File: src/rtl/dac_stream.sv
// Mono sample FIFO feeding an I2S DAC serialiser slaved to codec BCLK/DACLRCK; MSB leaves one BCLK after each LRCK edge.
// Latency: 3 clk from a codec edge to action; backpressure: ready low while the FIFO holds DEPTH words, sample held by source.
module dac_stream #(
    parameter int N     = 16,
    parameter int DEPTH = 4
) (
    input  logic                       clk,
    input  logic                       reset,
    input  logic                       bclk,
    input  logic                       daclrck,
    input  logic [N-1:0]               sample_data,
    input  logic                       valid,
    output logic                       ready,
    output logic                       dacdat,
    output logic [$clog2(DEPTH+1)-1:0] fifo_level,
    output logic                       underrun
);

    localparam int LW = $clog2(DEPTH + 1);
    localparam int AW = (DEPTH > 1) ? $clog2(DEPTH) : 1;
    localparam int BW = $clog2(N + 1);
    localparam logic [BW-1:0] N_CNT = BW'(N);

    typedef enum logic [1:0] {IDLE, LEFT, RIGHT} state_t;

    state_t          state;
    logic [2:0]      bclk_sr;
    logic [2:0]      lrck_sr;
    logic            bclk_fall;
    logic            lrck_fall;
    logic            lrck_rise;
    logic [N-1:0]    mem [DEPTH];
    logic [AW-1:0]   wr_ptr;
    logic [AW-1:0]   rd_ptr;
    logic [LW-1:0]   level_nxt;
    logic            push;
    logic            pop;
    logic [N-1:0]    head;
    logic [N-1:0]    frame_q;
    logic [N-1:0]    shift_q;
    logic [BW-1:0]   bit_cnt;

    function automatic logic [AW-1:0] ptr_inc(input logic [AW-1:0] p);
        return (p == AW'(DEPTH - 1)) ? '0 : p + AW'(1);
    endfunction

    // [0],[1] synchronise, [2] holds the previous synchronised value
    assign bclk_fall = bclk_sr[2] & ~bclk_sr[1];
    assign lrck_fall = lrck_sr[2] & ~lrck_sr[1];
    assign lrck_rise = ~lrck_sr[2] & lrck_sr[1];

    assign ready = (fifo_level < LW'(DEPTH));
    assign push  = valid && ready;
    assign pop   = lrck_fall && (fifo_level != '0);
    assign head  = mem[rd_ptr];

    always_comb begin
        level_nxt = fifo_level;
        if (push && !pop) begin
            level_nxt = fifo_level + LW'(1);
        end else if (!push && pop) begin
            level_nxt = fifo_level - LW'(1);
        end
    end

    always_ff @(posedge clk) begin
        if (push) begin
            mem[wr_ptr] <= sample_data;
        end
    end

    always_ff @(posedge clk or negedge reset) begin
        if (!reset) begin
            bclk_sr    <= '0;
            lrck_sr    <= '0;
            wr_ptr     <= '0;
            rd_ptr     <= '0;
            fifo_level <= '0;
        end else begin
            bclk_sr    <= {bclk_sr[1:0], bclk};
            lrck_sr    <= {lrck_sr[1:0], daclrck};
            fifo_level <= level_nxt;
            if (push) begin
                wr_ptr <= ptr_inc(wr_ptr);
            end
            if (pop) begin
                rd_ptr <= ptr_inc(rd_ptr);
            end
        end
    end

    // An LRCK edge wins over a coincident bclk_fall, giving the one-BCLK MSB delay
    always_ff @(posedge clk or negedge reset) begin
        if (!reset) begin
            state    <= IDLE;
            dacdat   <= 1'b0;
            frame_q  <= '0;
            shift_q  <= '0;
            bit_cnt  <= '0;
            underrun <= 1'b0;
        end else if (lrck_fall) begin
            if (pop) begin
                frame_q <= head;
                shift_q <= head;
            end else begin
                frame_q  <= '0;
                shift_q  <= '0;
                underrun <= 1'b1;
            end
            bit_cnt <= '0;
            state   <= LEFT;
        end else if (lrck_rise && state == LEFT) begin
            shift_q <= frame_q;
            bit_cnt <= '0;
            state   <= RIGHT;
        end else if (bclk_fall && state != IDLE) begin
            if (bit_cnt < N_CNT) begin
                dacdat  <= shift_q[N-1];
                shift_q <= {shift_q[N-2:0], 1'b0};
                bit_cnt <= bit_cnt + BW'(1);
            end else begin
                dacdat <= 1'b0;
            end
        end
    end

endmodule

File: config.mk
export PLATFORM = sky130hd
export DESIGN_NAME = dac_stream
export DESIGN_NICKNAME = d
export VERILOG_FILES = /design/src/rtl/dac_stream.sv
export SDC_FILE = /design/constraint.sdc
export NUM_CORES = 1
export LEC_CHECK = 0
export ABC_CLOCK_PERIOD_IN_PS = 3000
export BUFFER_PORTS_ARGS = -buffer_cell sky130_fd_sc_hd__buf_4
export CAP_MARGIN = 20
export CORE_AREA = 8 8 124 155
export CTS_BUF_LIST = sky130_fd_sc_hd__clkbuf_8 sky130_fd_sc_hd__clkbuf_16
export DETAILED_ROUTE_END_ITERATION = 6
export DIE_AREA = 0 0 132 163
export PLACE_DENSITY = 0.46
export SKIP_CTS_REPAIR_TIMING = 1
export SYNTH_ARGS = -nofsm -noshare
export SYNTH_HDL_FRONTEND = slang
export SYNTH_SLANG_ARGS = --single-unit
File: constraint.sdc
create_clock -name clk -period 3 [get_ports clk]
set_input_delay 0.3 -clock clk [delete_from_list [all_inputs] [get_ports clk]]
set_output_delay 0.3 -clock clk [all_outputs]
set_load 0.03 [all_outputs]
==> reports/results.tsv <==
metric	value	unit
status	complete, no violations	
crit path buf inv count	2	
Final Max Tran Viols	0	
Synth warnings	0	
Fillers	1592	
most frequent CP cell	inv_1	
MaxCap Viol Count	0	
die area	21520	um2
IO Count	27	
initial antenna violation count	0	
# H-tree levels	4	
Max VDD drop	0.3767	mV
number of diodes	0	
WP data arrival	2.49	ns
area share of the largest cell type after synthesis	0.3915	
Core ar.	16640	um2
Final Cycle Share	0.7186	
via/cell ratio	4.861	
syn_nets	350	
RSZ-0062 raised after global routing	false	
Die X-Extent	132	um
grt total ovfl	0	
largest net degree at the start of global routing	55	
CTS clock-pin slew for the worst setup and hold paths	0.06	ns
count of cell types in the netlist	40	
Top delay family on crit path	simple AND/OR/NAND/NOR gates	
Post-Route Setup TNS	0	ns
Hold Crit Start	sample_data[5]	
cell row count	53	
Synth Cell Area	4908	um2
area grow syn2layout	21.49	%
Final Wtd Congestion	0.7145	
crit path kind	reg -> reg	
Slew Limit Headroom	0.4867	
worst skew pair latency	0.41	ns
reg-to-reg endpoint	fifo_level[2]	
CTS tree	yes	
Hold Path Class	in -> reg	
CP max FO	4	
TritonCTS Buffers	17	
Clock Skew	0.008972	ns
Worst Setup Start Kind	flop	
multiplexer area fraction after synthesis	0.08769	
final net count	388	
register-to-register setup slack	0.84	ns
worst hold path depth	1	
Leakage Power	2.259	nW
Post-Syn Area per Cell	15.29	um2
sequential area share after synthesis	0.6668	
top cells by area, synth	edfxtp_1 39%, dfrtp_1 28%, mux4_1 5.4%	
Endpoint, Worst Hold	mem[0][5]	
largest family of logic cells by synthesized area	compound AO/OA/AOI/OAI gates	
placed cell count	557	
Synth Area in XOR/XNOR	0.008922	
Synth Area in Compound Gates	0.1175	
Slew @ Worst Pin	0.7699	ns
Synth area leader	edfxtp_1	
final wirelength	9850	um
DRC	0	
Total GRT Usage	0.09665	
worst stage delay on the critical path	0.40	ns
PD cells	945.1	nW/um2
Adder-Cell Fraction of Synth Area	0.02192	
clk root buf	clkbuf_16	
Max clock buf depth	2	
Post-Syn Instances	321	
setup violators final	0	
first-pass GRT wire length	15900	um
layout cells sized above 1	0.2231	
vias in the first global route	3041	
Worst Path Required	3.33	ns
port bufs	26	
worst-path cell chain	or3_1 -> and2_1 -> inv_1 -> ha_1 -> inv_1 -> fa_1 -> xor2_1 -> nor2_1 -> xnor2_1	
R2R depth	9	
endpoints failing hold	0	
HPWL after detailed placement	5897	um
Crit. End Element	flop	
Final ANT Viol Nets	0	
Die H	163	um
Multi-input gate area	1495	um2
Initial Util	0.2949	
Post-Synth Simple-Gate Area	0.06500	
Yosys reg bits	118	
shortest period the worst path allows	2.156	ns
final cell count without fillers	592	
reg-to-reg startpoint	fifo_level[2]	
fmax	463.9	MHz
clk sink count	118	
Seq. cell area	3273	um2
CP max stage cell	dfrtp_1	
drt pass-1 iters	7	
post-DR wirelength/cell	16.64	um
routed via count	2878	
initial drt markers	321	
-- per-stage QoR --
| stage | instance area, um2 | utilization | hold WS, ns | worst slack (ns) | power [W] |
|---|---|---|---|---|---|
| final | 5963 | 0.3583 | 0.08706 | 0.8442 | 0.005636 |
| after global routing | 5963 | 0.3583 | 0.06780 | 0.6716 | 0.005950 |
| after CTS | 5933 | 0.3565 | -0.03472 | 0.8209 | 0.005718 |
| after detailed placement | 5344 | 0.3211 | 0.3443 | 0.8369 | 0.003694 |
| after global placement | 5344 | 0.3211 | 0.3462 | 0.8418 | 0.003680 |
| after floorplan | 4908 | - | 0.004409 | 0.6919 | 0.003322 |
-- synthesized netlist by cell type, drive strengths merged --
cell and number:
a21o 1, ha 7, a222oi 15, a41oi 1
buf 13, dfrtp 54, nand4bb 1, clkinv 1
nand3 2, and2 5, nor2b 3, o2bb2ai 15
a21oi 18, nand2b 3, nor3b 1, xor2 2
clkbuf 7, mux2 2, or3 3, o21bai 1
inv 7, edfxtp 64, o211ai 1, mux4 16
nand2 24, o21ai 4, nor4b 1, o311ai 1
xnor2 3, nor3 2, nor2 25, fa 1
o22ai 1, a22o 15, mux2i 1
-- kinds of logic (layout without fill, tap and decap cells) --
logic type,after synthesis,in the layout
xor+xnor,5,5
mux,19,19
compound gates,73,73
simple gates,70,70
flops,118,118
fa+ha+maj,8,8
buf+inv,28,79
-- registers in the layout (all words and copies together), names as in the netlist --
signal	flops
shift_q	16
rd_ptr	2
fifo_level	3
mem	64
underrun	1
state	2
wr_ptr	2
lrck_sr	3
bit_cnt	5
dacdat	1
frame_q	16
bclk_sr	3
-- report_power, final --
group	internal [W]	switching [W]	leakage, nW	total, W
Sequential	0.00211	0.000245	1.23	0.00235
Combinational	0.000624	0.000661	0.743	0.00129
Clock	0.00125	0.000748	0.283	0.00200
-- routing by layer --
metal	vias up	routed length [um]	share of wire	global-route usage
met5	-	0	0	0
met4	0	136	0.014	0.04553
met3	7	300	0.030	0.03148
met2	61	5018	0.51	0.1615
met1	1480	4394	0.45	0.1104
li1	1330	-	-	-
-- cells in the final DEF (no fill, tap or decap), types with 2 or more instances in the layout --
master	instances
nand2_1	24
mux2_2	2
clkinv_4	2
clkinv_2	3
a21oi_1	18
nand3_1	2
inv_6	4
edfxtp_1	64
dlygate4sd3_1	3
dfrtp_1	54
a222oi_1	15
xnor2_1	3
ha_1	7
nand2b_1	3
mux4_1	10
clkbuf_16	17
or3_1	3
bufinv_16	2
a22o_1	10
o21ai_0	4
buf_4	36
xor2_1	2
inv_1	7
nor2b_1	3
and2_1	5
a22o_2	5
clkinvlp_4	3
nor2_1	25
nor3_1	2
mux4_2	6
o2bb2ai_1	15
-- worst register-to-register path: cells and delay by family, from the launching register on --
family / cells / cell delay [ns]
adders and majority gates: 2 / 0.56
buffers and inverters: 2 / 0.17
xor gates and xnor gates: 2 / 0.27
DFF: 1 / 0.40
and+or+nand+nor: 3 / 0.68
-- how the worst max path moves through the flow --
stage                        from             to  slack (ns)  depth (start not counted)
global route        fifo_level[0]  fifo_level[2]        0.67                          9
floorplan           fifo_level[2]  fifo_level[2]        0.69                         10
global placement    fifo_level[2]  fifo_level[2]        0.84                          9
CTS                 fifo_level[2]  fifo_level[2]        0.82                          9
detailed placement  fifo_level[2]  fifo_level[2]        0.84                          9
finish              fifo_level[2]  fifo_level[2]        0.84                          9
-- final cells by class --
class	count	area share
multi-input cells	175	0.2507
flip-flops and latches	118	0.5489
inverters	8	0.005036
clock inverters	14	0.02518
well taps	220	0.04616
repair buffers	39	0.05036
clock buffers	18	0.07365
Power figures use the tool's default switching activity.
